`config.mk`:
```
export PLATFORM = sky130hd
export DESIGN_NAME = parity_frame_ctrl
export DESIGN_NICKNAME = d
export VERILOG_FILES = /design/src/rtl/parity_pkg.sv /design/src/rtl/parity_word.sv /design/src/rtl/parity_frame_ctrl.sv
export SDC_FILE = /design/constraint.sdc
export NUM_CORES = 1
export LEC_CHECK = 0
export BUFFER_PORTS_ARGS = -buffer_cell sky130_fd_sc_hd__buf_2
export CAP_MARGIN = 5
export CELL_PAD_IN_SITES_DETAIL_PLACEMENT = 2
export CELL_PAD_IN_SITES_GLOBAL_PLACEMENT = 2
export CORE_MARGIN = 4
export CORE_UTILIZATION = 39
export CTS_BUF_LIST = sky130_fd_sc_hd__clkbuf_2 sky130_fd_sc_hd__clkbuf_4 sky130_fd_sc_hd__clkbuf_8
export DETAILED_ROUTE_END_ITERATION = 7
export GPL_ROUTABILITY_DRIVEN = 0
export PLACE_DENSITY_LB_ADDON = 0.1
export REMOVE_ABC_BUFFERS = 1
export SYNTH_ARGS = -nofsm -noshare
export SYNTH_HDL_FRONTEND = slang
export SYNTH_SLANG_ARGS = --single-unit
```
`constraint.sdc`:
```
create_clock -name clk -period 6.5 [get_ports clk]
set_input_delay 1.3 -clock clk [delete_from_list [all_inputs] [get_ports clk]]
set_output_delay 1.3 -clock clk [all_outputs]
set_load 0.03 [all_outputs]
```
`src/rtl/parity_pkg.sv`:
```
// ----------------------------------------------------------------------------
// parity_pkg
//   Shared types and constants for the parity frame controller.
//   - DATA_W  : data word width
//   - CNT_W   : frame word-count width
//   - state_t : frame FSM states (IDLE, ACCUM, DONE)
//   - res_t   : registered frame result presented on the output side
// ----------------------------------------------------------------------------
package parity_pkg;

   localparam int DATA_W = 6;
   localparam int CNT_W  = 8;

   typedef enum logic [1:0] {
      IDLE  = 2'd0,
      ACCUM = 2'd1,
      DONE  = 2'd2
   } state_t;

   typedef struct packed {
      logic [DATA_W-1:0] col;
      logic              par;
      logic [CNT_W-1:0]  cnt;
      logic              ovf;
   } res_t;

endpackage

```
`src/rtl/parity_word.sv`:
```
// ----------------------------------------------------------------------------
// parity_word
//   XOR reduction of one data word.
//   Ports:
//     data : input  [DATA_W-1:0] word to reduce
//     par  : output              ^data
// ----------------------------------------------------------------------------
module parity_word
   import parity_pkg::*;
(
   input  logic [DATA_W-1:0] data,
   output logic              par
);

   assign par = ^data;

endmodule

```
`src/rtl/parity_frame_ctrl.sv`:
```
// ----------------------------------------------------------------------------
// parity_frame_ctrl
//   Accumulates column parity (bitwise XOR) over a frame of words and
//   presents a registered result until the consumer takes it.
//   A frame closes on in_last, or is force-closed at MAX_WORDS words
//   (out_ovf=1).
//
//   Parameters:
//     MAX_WORDS : maximum words per frame (2..255)
//     ODD_SEL   : 1 = out_par is ^out_col, 0 = out_par is ~^out_col
//
//   Ports:
//     clk, rst_n            : clock, asynchronous active-low reset
//     in_valid/in_ready     : input word handshake
//     in_data, in_last      : data word, frame-closing marker
//     out_valid/out_ready   : result handshake
//     out_col               : XOR of all words in the frame
//     out_par               : frame parity bit
//     out_cnt               : words accepted in the frame
//     out_ovf               : frame force-closed at MAX_WORDS
//
//   Build option PARITY_CHECK_EN adds:
//     in_exp  : expected column parity, sampled with the closing word
//     out_err : out_col != in_exp (always 1 on an overflow close)
// ----------------------------------------------------------------------------
module parity_frame_ctrl
   import parity_pkg::*;
#(
   parameter int MAX_WORDS = 16,
   parameter bit ODD_SEL   = 1'b1
) (
   input  logic              clk,
   input  logic              rst_n,
   input  logic              in_valid,
   output logic              in_ready,
   input  logic [DATA_W-1:0] in_data,
   input  logic              in_last,
`ifdef PARITY_CHECK_EN
   input  logic [DATA_W-1:0] in_exp,
   output logic              out_err,
`endif
   output logic              out_valid,
   input  logic              out_ready,
   output logic [DATA_W-1:0] out_col,
   output logic              out_par,
   output logic [CNT_W-1:0]  out_cnt,
   output logic              out_ovf
);

   state_t            state, state_nxt;
   logic [DATA_W-1:0] col_acc, col_nxt;
   logic [CNT_W-1:0]  cnt, cnt_nxt;
   logic              accept, at_limit, close, raw_par;
   res_t              res;

   // in_ready is gated by rst_n so nothing is taken while reset is held.
   assign in_ready = rst_n && (state != DONE);
   assign accept   = in_valid && in_ready;

   // First word of a frame reloads the accumulators instead of folding in.
   assign col_nxt  = (state == IDLE) ? in_data : (col_acc ^ in_data);
   assign cnt_nxt  = (state == IDLE) ? CNT_W'(1) : (cnt + CNT_W'(1));
   assign at_limit = (cnt_nxt == CNT_W'(MAX_WORDS));
   assign close    = accept && (in_last || at_limit);

   parity_word u_par (
      .data (col_nxt),
      .par  (raw_par)
   );

   always_ff @(posedge clk or negedge rst_n) begin
      if (!rst_n) state <= IDLE;
      else        state <= state_nxt;
   end

   always_comb begin
      state_nxt = state;
      case (state)
         IDLE:    if (accept) state_nxt = close ? DONE : ACCUM;
         ACCUM:   if (close)  state_nxt = DONE;
         DONE:    if (out_valid && out_ready) state_nxt = IDLE;
         default: state_nxt = IDLE;
      endcase
   end

   always_ff @(posedge clk or negedge rst_n) begin
      if (!rst_n) begin
         col_acc <= '0;
         cnt     <= '0;
         res     <= '{col: '0, par: ~ODD_SEL, cnt: '0, ovf: 1'b0};
      end else if (accept) begin
         col_acc <= col_nxt;
         cnt     <= cnt_nxt;
         if (close) begin
            res.col <= col_nxt;
            res.par <= ODD_SEL ? raw_par : ~raw_par;
            res.cnt <= cnt_nxt;
            // A close without in_last can only come from the count limit.
            res.ovf <= ~in_last;
         end
      end
   end

`ifdef PARITY_CHECK_EN
   always_ff @(posedge clk or negedge rst_n) begin
      if (!rst_n)      out_err <= 1'b0;
      else if (close)  out_err <= ~in_last | (col_nxt != in_exp);
   end
`endif

   assign out_valid = (state == DONE);
   assign out_col   = res.col;
   assign out_par   = res.par;
   assign out_cnt   = res.cnt;
   assign out_ovf   = res.ovf;

endmodule

```
## After elaboration in Yosys (flattened, before gate mapping)

Cells that the tools add are included.

- Flip-flop bits (word level): 32
- Output and inout port bits: 18
- Logic and storage cells: 33
- Bits of input ports: 11

- Multiplexer cells: 7
- Reduce and logical (&&, ||, !) cells: 9
- Eq/ne operators: 7
- Add/subtract/negate cells: 1
- Bitwise operators: 2

Operator list:

| cell | number |
|---|---|
| $add A8 B1 Y8 const B | 1 |
| $eq A8 B5 Y1 const B | 1 |
| $mux W2 | 4 |
| $mux W8 | 1 |
| $mux W6 | 1 |
| $ne A2 B2 Y1 const B | 3 |
| $pmux W2 S3 | 1 |
| $reduce_xor A6 Y1 | 1 |
| $xor A6 B6 Y6 | 1 |
| $logic_and A1 B1 Y1 | 4 |
| $reduce_and A3 Y1 | 1 |
| $eq A2 B1 Y1 const B | 1 |
| $eq A2 B2 Y1 const B | 1 |
| $logic_not A2 Y1 | 1 |
| $ne A2 B1 Y1 const B | 1 |
| $reduce_and A2 Y1 | 1 |
| $logic_or A1 B1 Y1 | 1 |
| $not A1 Y1 | 1 |

## Logic depth before layout (Yosys ltp)

Gate-level depths: netlist of run 1.

- Depth after elaboration: 8
- Gate-level depth with buffers: 8
- Mapped depth without buffers: 7

## Modules after synthesis

A second synthesis of run 1 with hierarchy kept.

- Cells, all modules: 157
- Area total of the unflattened synthesis: 1627.8 µm²

By module, submodules not included:

| module | times used | sequential area each (µm²) | area each (µm²) | cells an instance |
|---|---|---|---|---|
| parity_frame_ctrl | 1 | 800.8 | 1571.5 | 153 |
| parity_word | 1 | 0.0 | 56.3 | 4 |

## Worst setup path after synthesis of run 1

OpenSTA, ideal clock, no wires.

- Path type: input to output
- Start point: in rst_n
- End point: out in_ready
- Stages on the path: 1
- Buffers on the path: 0
- Setup slack: 3.624 ns
- Data arrival time: 1.576 ns
- Path through: and2_1

- Word-level cells in the longest chain between the ends: 1

Ends and longest elaborated chain:

| item | RTL line | RTL |
|---|---|---|
| from (decl) | parity_frame_ctrl.sv:33 | `input logic rst_n,` |
| $logic_and A1 B1 Y1 | parity_frame_ctrl.sv:57 | `assign in_ready = rst_n && (state != DONE);` |
| to (decl) | parity_frame_ctrl.sv:35 | `output logic in_ready,` |

Every way passes these cells.

## Final worst setup path of run 1

Ends and elaborated chain as after synthesis.

==> results of run 1 <==
==> area by class of cell <==
cell class	count	area share, %
multi-input combinational	125	43.0
timing repair buffer	28	7.19
sequential	32	41.1
tap	50	3.21
inverter	3	0.578
clock buffer	7	4.94
==> cell usage in the layout, fill, tap and decap left out, types with 5 or more instances in the layout <==
| cell | n |
|---|---|
| dfrtp_1 | 32 |
| buf_2 | 28 |
| nand2_1 | 24 |
| xnor2_1 | 17 |
| nor2_1 | 13 |
| a21oi_1 | 12 |
| nand3_1 | 9 |
| o21ai_0 | 7 |
| clkbuf_8 | 7 |
| mux2_4 | 6 |
| mux2_2 | 5 |
==> routing by layer <==
layer	up-vias	global-route usage [%]	part of all wire [%]
met5	-	0	0
met4	0	6.04	1.6
met3	9	4.65	3.7
met2	30	33.0	50
met1	684	24.8	45
li1	628	-	-
==> flip-flops by register name, summed over array words and instances, names as in the netlist <==
signal and count:
out_par 1, out_cnt 8, cnt 8, col_acc 6, state 2, out_col 6, out_ovf 1
==> per-stage QoR <==
stage	cells	hold WS, ps	area [um^2]	total power, W	worst slack, ps
6_report	245	507	1950	0.000922	2870
5_1_grt	245	533	1950	0.000986	2710
4_1_cts	245	515	1950	0.000934	2820
3_5_place_dp	238	496	1850	0.000752	2580
3_3_place_gp	238	485	1850	0.000723	2780
2_1_floorplan	160	473	1650	0.000622	3620
==> power breakdown <==
part | switching, W | internal [W]
logic | 0.000259 | 0.000160
registers | 0.0000719 | 0.000265
clock network | 0.0000720 | 0.0000942
total | 0.000403 | 0.000520
==> final timing paths <==
path | start | end | cells past startpoint
hold / removal | out_col[1] | out_col[1] | 1
setup / recovery | rst_n | in_ready | 3
max in group asynchronous | rst_n | cnt[4] | 1
hold reg to reg | out_col[1] | out_col[1] | 1
min in group asynchronous | rst_n | cnt[2] | 1
setup reg to reg | state[0] | out_cnt[0] | 6
==> cell families after synthesis <==
| family | synth area share (%) |
|---|---|
| xor+xnor | 10.9 |
| compound gates | 11.9 |
| flops | 47.4 |
| fa+ha+maj | 0.741 |
| simple gates | 15.6 |
| mux | 10.4 |
| buf+inv | 2.96 |
==> impl_results.md, run 1 <==
- Clock latency on the worst-skew pair: 280 ps
- Most used flip-flop cell after synthesis: dfrtp_1
- DR iter-0 viols: 55
- Std-Cell Core Area: 4090 um^2
- First-pass GRT wire length: 7870 um
- Mapped cell area: 1690 um^2
- Post-route ant nets: 0
- Crit-path most repeated cell: buf_2
- Worst VDD drop: 0.183 mV
- Sum Neg Setup Slack: 0 ps
- Final nets: 207
- Number of max-cap violations: 0
- Post-Syn Instances: 166
- Vias in the first global route: 1473
- Post-synth EDFFs: 0
- Synth Register Bits: 32
- F_max: 275 MHz
- Reg clk slew, reported paths: 60 ps
- Mean Syn Cell Area: 10.2 um^2
- Count of different cell masters after synthesis: 30
- CP endpoint kind: output pin
- Post-CTS resize count: 0
- WL final: 4760 um
- RSZ-0062 raised after global routing: no
- Fill count: approximately 440
- Worst R2R Setup Slack: roughly 3800 ps
- Critical path startpoint category: input port
- Die ar.: roughly 5400 um^2
- Setup Crit Path Kind: in2out
- Cell taking the most area after synthesis: dfrtp_1
- Diode count: 0
- Hold-fix buffers at CTS: 0
- Area grow syn2layout: 15.4%
- # DRC: 0
- Total clock sinks: 32
- Vias/cell: about 5.5
- Final worst-path cycle share: a little under three fifths
- # Post-CTS Setup Buffers: 0
- Worst Tran Pin Value: 786 ps
- PortBufs: 28
- Post-synth ARST share: 100%
- YS warnings: 0
- Final setup violation count: 0
- Maximum fanout along the worst path: 36
- CTS buffer count: 5
- Crit-path max cell delay: 600 ps
- Antenna violations before repair: 0
- Rel. slew slack: 47.6%
- Max Buffers Root-to-Sink: 2
- Hold Violations, Final: 0
- Leak Pwr: 0.887 nW
- CTS H-Tree Depth: 2
- Starting Density: ~41%
- Pwr dens: 473 nW/um^2
- Synth top area cells: dfrtp_1 (47%), xnor2_1 (8.8%), mux2_4 (5.3%), nand2_1 (5.3%), a21oi_1 (3.6%)
- Slew Viols, Final: 0
- CTS tree: built
- Die span in x: 73.8 um
- Worst EP required: ~5200 ps
- DRT Pass-1 Iters: 4
- Clk_skew: 5.23 ps
- Buf/Inv on CP: 2
- Largest net degree at the start of global routing: 37
- Hold Crit Class: reg2reg
- Sequential area share after synthesis: between 40% and 50%
- Io pins: 29
- Rows: 23
- Post-detailed-route wirelength per cell: 19.4 um
- Share of cells above drive strength 1: between 20% and 30%
- Area share of the largest cell type after synthesis: 47.4%
- GRT Total Usage: 19.6%
- Post-synth top cells: dfrtp_1 (32), nand2_1 (24), xnor2_1 (17)
- Multi-input logic area: between 800 and 900 um^2
- Count leader, synth: dfrtp_1
- CP max stage cell: buf_2
- Core Util, Final: 47.7%
- Status: finished clean
- Die height: 73.8 um
- CP top delay family: buffers and inverters
- Crit path cell chain: buf_2 > and2_1 > buf_2
- Final Critical Period: 3630 ps
- Vias: around 1400
- Gr ovfl total: 0
- Hpwl dp: 3260 um
- Sequential Area: 801 um^2
- Clk root buf: clkbuf_8
- Worst EP arrival: 2330 ps
(Power assumes the default switching activity.)
==> run 2, diff against run 1 <==
--- a/config.mk
+++ b/config.mk
@@ -5,12 +5,13 @@
 export SDC_FILE = /design/constraint.sdc
 export NUM_CORES = 1
 export LEC_CHECK = 0
+export ABC_AREA = 1
 export BUFFER_PORTS_ARGS = -buffer_cell sky130_fd_sc_hd__buf_2
 export CAP_MARGIN = 5
 export CELL_PAD_IN_SITES_DETAIL_PLACEMENT = 2
 export CELL_PAD_IN_SITES_GLOBAL_PLACEMENT = 2
 export CORE_MARGIN = 4
-export CORE_UTILIZATION = 39
+export CORE_UTILIZATION = 29
 export CTS_BUF_LIST = sky130_fd_sc_hd__clkbuf_2 sky130_fd_sc_hd__clkbuf_4 sky130_fd_sc_hd__clkbuf_8
 export DETAILED_ROUTE_END_ITERATION = 7
 export GPL_ROUTABILITY_DRIVEN = 0
==> constraint.sdc (replaced) <==
create_clock -name clk -period 3.1 [get_ports clk]
set_input_delay 0.62 -clock clk [delete_from_list [all_inputs] [get_ports clk]]
set_output_delay 0.62 -clock clk [all_outputs]
set_load 0.03 [all_outputs]
==> impl_results.md, run 2 <==
- Slew Viols, Final: 0 (unchanged)
- PortBufs: 28 (unchanged)
- Clk_skew: 10.3 ps (+5.07 ps)
- Pwr dens: 997 nW/um^2 (+110%)
- CTS buffer count: 5 (unchanged)
- YS warnings: 0 (unchanged)
- Count of different cell masters after synthesis: 22 (-27%)
- Area share of the largest cell type after synthesis: 45.2% (-2.2 points)
- Status: finished clean
- Post-synth EDFFs: 0 (unchanged)
- CTS H-Tree Depth: 2 (unchanged)
- Clk root buf: clkbuf_8
- Io pins: 29 (unchanged)
- Number of max-cap violations: 0 (unchanged)
- Hold Crit Class: in2async
- Gr ovfl total: 0 (unchanged)
- Setup Crit Path Kind: reg2reg
- CP endpoint kind: flop
- Total clock sinks: 32 (unchanged)
- Final nets: 285 (+38%)
- Maximum fanout along the worst path: 17 (-53%)
- WL final: 5240 um (+10%)
- Diode count: 0 (unchanged)
- Area grow syn2layout: 16.7%
- Vias/cell: 4.71 (-15%)
- Share of cells above drive strength 1: 20.1% (-6.1 points)
- Final worst-path cycle share: 65.6%
- Sum Neg Setup Slack: 0 ps (unchanged)
- Mapped cell area: 1770 um^2 (+4.9%)
- Final setup violation count: 0 (unchanged)
- Crit-path max cell delay: 410 ps (-190 ps)
- Final Critical Period: 2030 ps
- Worst VDD drop: 0.464 mV (+150%)
- Clock latency on the worst-skew pair: 290 ps (about the same)
- Hold Violations, Final: 0 (unchanged)
- Synth top area cells: dfrtp_1 (45%), nand2_1 (20%), nand3_1 (7.9%), inv_1 (5.1%), o21ai_0 (4.2%)
- Std-Cell Core Area: 5920 um^2 (+45%)
- Crit-path most repeated cell: nand2_1
- CP max stage cell: dfrtp_1
- Largest net degree at the start of global routing: 33 (-11%)
- Count leader, synth: nand2_1
- Rel. slew slack: 70.5% (+23 points)
- GRT Total Usage: 16.1% (-3.5 points)
- Mean Syn Cell Area: 7.29 um^2 (-28%)
- Post-route ant nets: 0 (unchanged)
- Most used flip-flop cell after synthesis: dfrtp_1
- Critical path startpoint category: flop
- Leak Pwr: 1.17 nW (+31%)
- Post-Syn Instances: 243 (+46%)
- Crit path cell chain: ha_1 > nand2_1 > nand2_1 > nor2_1 > nor2_1 > nand3_1 > nor2_4 > nand2_4 > nand2_4 > o21ai_0 > nand2_1
- Post-synth ARST share: 100% (unchanged)
- Hpwl dp: 3960 um (+22%)
- Die height: 86.2 um (+17%)
- DR iter-0 viols: 60 (+9.1%)
- Vias: 1645 (+22%)
- Worst hold slack: 370 ps (-137 ps)
- Vias in the first global route: 1788 (+21%)
- CTS tree: built
- Post-detailed-route wirelength per cell: 15.0 um (-23%)
- Worst Tran Pin Value: 442 ps (-344 ps)
- # DRC: 0 (unchanged)
- DRT Pass-1 Iters: 4 (unchanged)
- Hold-fix buffers at CTS: 0 (unchanged)
- Synth Register Bits: 32 (unchanged)
- Buf/Inv on CP: 0 (-2)
- Post-synth top cells: nand2_1 (95), dfrtp_1 (32), nand3_1 (28)
- Starting Density: 29.9% (-11 points)
- # Post-CTS Setup Buffers: 0 (unchanged)
- Die span in x: 86.2 um (+17%)
- Worst EP arrival: 2210 ps (-120 ps)
- Highest-count cells in the layout ignoring fill and taps: nand2_1 (95), dfrtp_1 (32), nand3_1 (28), buf_2 (28), inv_1 (24)
- First-pass GRT wire length: 9170 um (+17%)
- Die ar.: 7420 um^2 (+36%)
- Rows: 28 (+22%)
- Commonest non-fill, non-tap cell in the layout: nand2_1
- Sequential area share after synthesis: 45.2% (-2.2 points)
- F_max: between 400 and 500 MHz
- Max Buffers Root-to-Sink: 2 (unchanged)
- Worst EP required: 3280 ps (-1920 ps)
- Cell taking the most area after synthesis: dfrtp_1
- Post-CTS resize count: 0 (unchanged)
- RSZ-0062 raised after global routing: no
- Antenna violations before repair: 0 (unchanged)
- Reg clk slew, reported paths: 80 ps (+20 ps)
- CP top delay family: simple AND/OR/NAND/NOR gates
[run 2: cell count changes in the layout (fill, tap and decap cells not counted), moves of 4 or more]
cell | previous run | this run
nand2_1 | 24 | 95
inv_1 | 3 | 24
nand3_1 | 9 | 28
xnor2_1 | 17 | 2
o21ai_0 | 7 | 15
a21oi_1 | 12 | 6
mux2_4 | 6 | 0
mux2_2 | 5 | 0
nor2_2 | 0 | 5
a311oi_1 | 4 | 0
o21a_1 | 4 | 0
[run 2: cell type report]
cell class / instances / area (um^2)
sequential: 32 / 801
clock buffer: 6 / 82.6
fill: 735 / 3850
clock inverter: 2 / 10.0
tap: 75 / 93.8
inverter: 27 / 101
timing repair buffer: 30 / 155
multi-input combinational: 177 / 823
[run 2: per-stage QoR]
step	power (W)	instance area [um^2]	setup WS [ps]	instances	utilization, %
floorplan	0.00141	1730	730	236	-
global placement	0.00172	1970	1090	341	33.3
detailed placement	0.00175	1970	1010	341	33.3
CTS	0.00211	2070	1020	349	34.9
global route	0.00228	2070	816	349	34.9
finish	0.00206	2070	1070	349	34.9
[run 2: cell families after synthesis]
family          after synthesis  share of synthesized area, %
compound gates               24                          7.27
xor+xnor                      4                          1.98
fa+ha+maj                     1                         0.706
buf+inv                      34                          8.33
flops                        32                          45.2
simple gates                148                          36.5
[run 2: where the power goes]
group	internal (W)	leakage [nW]	switching, W
logic	0.000293	0.700	0.000706
clock network	0.000177	0.0510	0.000167
registers	0.000583	0.414	0.000135
[run 2: path summary, 6_finish.rpt]
check	start	slack, ps	end	cells past startpoint
worst max-delay path	cnt[0]	1070	out_cnt[0]	11
worst min register to register	col_acc[0]	500	col_acc[0]	2
min in group clk	col_acc[0]	500	col_acc[0]	2
worst max register to register	cnt[0]	1070	out_cnt[0]	11
max in group asynchronous	rst_n	2400	col_acc[5]	2
worst min-delay path	rst_n	370	cnt[6]	2
[run 2: routing by layer]
| layer | track usage, % | wire length, um | up-vias | share of wire [%] |
|---|---|---|---|---|
| li1 | - | - | 817 | - |
| met1 | 22.8 | 2640 | 795 | 50 |
| met2 | 24.5 | 2360 | 31 | 45 |
| met3 | 4.42 | 211 | 2 | 4.0 |
| met4 | 3.45 | 23 | 0 | 0.44 |
| met5 | 0 | 0 | - | 0 |
==> run 3, diff against run 2 <==
--- a/config.mk
+++ b/config.mk
@@ -11,7 +11,7 @@
 export CELL_PAD_IN_SITES_DETAIL_PLACEMENT = 2
 export CELL_PAD_IN_SITES_GLOBAL_PLACEMENT = 2
 export CORE_MARGIN = 4
-export CORE_UTILIZATION = 29
+export CORE_UTILIZATION = 33
 export CTS_BUF_LIST = sky130_fd_sc_hd__clkbuf_2 sky130_fd_sc_hd__clkbuf_4 sky130_fd_sc_hd__clkbuf_8
 export DETAILED_ROUTE_END_ITERATION = 7
 export GPL_ROUTABILITY_DRIVEN = 0
==> constraint.sdc (replaced) <==
create_clock -name clk -period 2 [get_ports clk]
set_input_delay 0.4 -clock clk [delete_from_list [all_inputs] [get_ports clk]]
set_output_delay 0.4 -clock clk [all_outputs]
set_load 0.03 [all_outputs]
==> impl_results.md, run 3 (synthesis results as in run 2) <==
- Final Critical Period: 1840 ps (-188 ps)
- Max Buffers Root-to-Sink: 2 (unchanged)
- Hpwl dp: 4010 um (+1.2%)
- Number of max-cap violations: 0 (unchanged)
- Die span in x: 81.3 um (-5.7%)
- RSZ-0062 raised after global routing: no
- Die height: 81.3 um (-5.7%)
- Pwr dens: 1540 nW/um^2 (+54%)
- Commonest non-fill, non-tap cell in the layout: nand2_1
- Worst Tran Pin Value: 436 ps (-5.87 ps)
- Final nets: 290 (+1.8%)
- Starting Density: 34.5% (+4.5 points)
- Core Util, Final: 41.4% (+6.5 points)
- F_max: 542 MHz (+10%)
- Leak Pwr: 1.18 nW (+1.1%)
- Largest net degree at the start of global routing: 33 (unchanged)
- Pre-CTS setup slack: 72.2 ps (-941 ps)
- Vias: 1699 (+3.3%)
- Fill count: 642 (-13%)
- Worst hold slack: 189 ps (-181 ps)
- Post-detailed-route wirelength per cell: 15.5 um (+3.1%)
- Clk root buf: clkbuf_8
- WL final: 5380 um (+2.8%)
- Hold Crit Class: in2async
- Critical path startpoint category: flop
- First-pass GRT wire length: 9120 um (-0.53%)
- CP top delay family: simple AND/OR/NAND/NOR gates
- Critical path depth: 10 (-1)
- GRT Total Usage: 18.5% (+2.4 points)
- PortBufs: 28 (unchanged)
- Reg2reg start: cnt[0]
- Io pins: 29 (unchanged)
- Clock latency on the worst-skew pair: 290 ps (about the same)
- Slew Viols, Final: 0 (unchanged)
- Worst R2R Setup Slack: 160 ps (-910 ps)
- # DRC: 0 (unchanged)
- Maximum fanout along the worst path: 17 (unchanged)
- Hold Violations, Final: 0 (unchanged)
- Capturing point of the worst reg2reg path: out_cnt[0]
- Die ar.: 6600 um^2 (-11%)
- Hold-fix buffers at CTS: 0 (unchanged)
- Share of cells above drive strength 1: 21.6% (+1.5 points)
- Worst EP required: 2220 ps (-1060 ps)
- Reg clk slew, reported paths: 70 ps (about the same)
- Power Total: 0.00328 W (+59%)
- Buf/Inv on CP: 0 (unchanged)
- Sum Neg Setup Slack: 0 ps (unchanged)
- Vias in the first global route: 1793 (+0.28%)
- Total clock sinks: 32 (unchanged)
- CTS H-Tree Depth: 2 (unchanged)
- Final setup violation count: 0 (unchanged)
- CTS tree: built
- DRT Pass-1 Iters: 4 (unchanged)
- Final WS setup: 156 ps (-912 ps)
- CP max stage cell: dfrtp_1
- Status: finished clean
- CP endpoint kind: flop
- Vias/cell: 4.88 (+3.6%)
- R2R depth: 10 (-1)
- Diode count: 0 (unchanged)
- Worst EP arrival: 2070 ps (-140 ps)
- Antenna violations before repair: 0 (unchanged)
- Rows: 26 (-7.1%)
- Crit path cell chain: ha_1 > nand2_2 > o21ai_2 > nor2_4 > nand3_1 > nor2_4 > nand2_8 > nand2_8 > o21ai_0 > nand2_1
- CTS buffer count: 5 (unchanged)
- Gr ovfl total: 0 (unchanged)
- Worst VDD drop: 0.676 mV (+46%)
- Clk_skew: 9.80 ps (-0.492 ps)
- Highest-count cells in the layout ignoring fill and taps: nand2_1 (94), dfrtp_1 (32), nand3_1 (28), buf_2 (28), inv_1 (24)
- Area grow syn2layout: 20.1%
- Crit-path max cell delay: 420 ps (about the same)
- Post-route ant nets: 0 (unchanged)
- Final worst-path cycle share: 92.2% (+27 points)
- Std-Cell Core Area: 5140 um^2 (-13%)
- Setup Crit Path Kind: reg2reg
- Rel. slew slack: 70.9% (+0.39 points)
- DR iter-0 viols: 48 (-20%)
## run 3: changes by cell type in the layout (fill, tap and decap cells not counted), sizes merged
cell	delta
buf	+5
clkbuf	+1
clkinv	-2
## run 3: area by class of cell
cell class	instances	area, um^2	share of cell area (%)
repair buffers	35	193	9.06
multi-input cells	177	848	39.9
inverters	27	101	4.76
flip-flops and latches	32	801	37.6
clock buffers	7	96.3	4.53
well taps	70	87.6	4.12
## run 3: power by group
group / internal, W / leakage, nW / total, W / switching [W]
Clock: 0.000307 / 0.0503 / 0.000550 / 0.000244
Sequential: 0.000904 / 0.414 / 0.00112 / 0.000215
Combinational: 0.000502 / 0.713 / 0.00161 / 0.00110
Total: 0.00171 / 1.18 / 0.00328 / 0.00156
## run 3: stage by stage
step	area, um^2	std cells
floorplan	1730	236
global placement	2000	340
detailed placement	2000	340
CTS	2090	347
global route	2130	348
finish	2130	348
## run 3: worst max-delay path by stage
stage	startpoint	to	slack (ps)
after global placement	cnt[0]	out_cnt[5]	160
final	cnt[0]	out_cnt[0]	160
after CTS	cnt[0]	out_cnt[0]	40
after detailed placement	cnt[0]	out_cnt[0]	70
after floorplan	state[1]	out_cnt[0]	-290
after global routing	cnt[0]	out_cnt[0]	10
## run 3: per-layer routing
metal  routed length (um)  up-vias  global-route usage, %
met3                  174        5                   4.43
li1                     -      825                      -
met1                 2550      837                   24.4
met5                    0        -                      0
met2                 2610       32                   30.5
met4                   57        0                   4.56
## run 3: repair_timing
action / in CTS / in global routing
endpoints found under the setup margin: 0 / 17
setup buffers: 0 / 1
resized for setup: 0 / 4
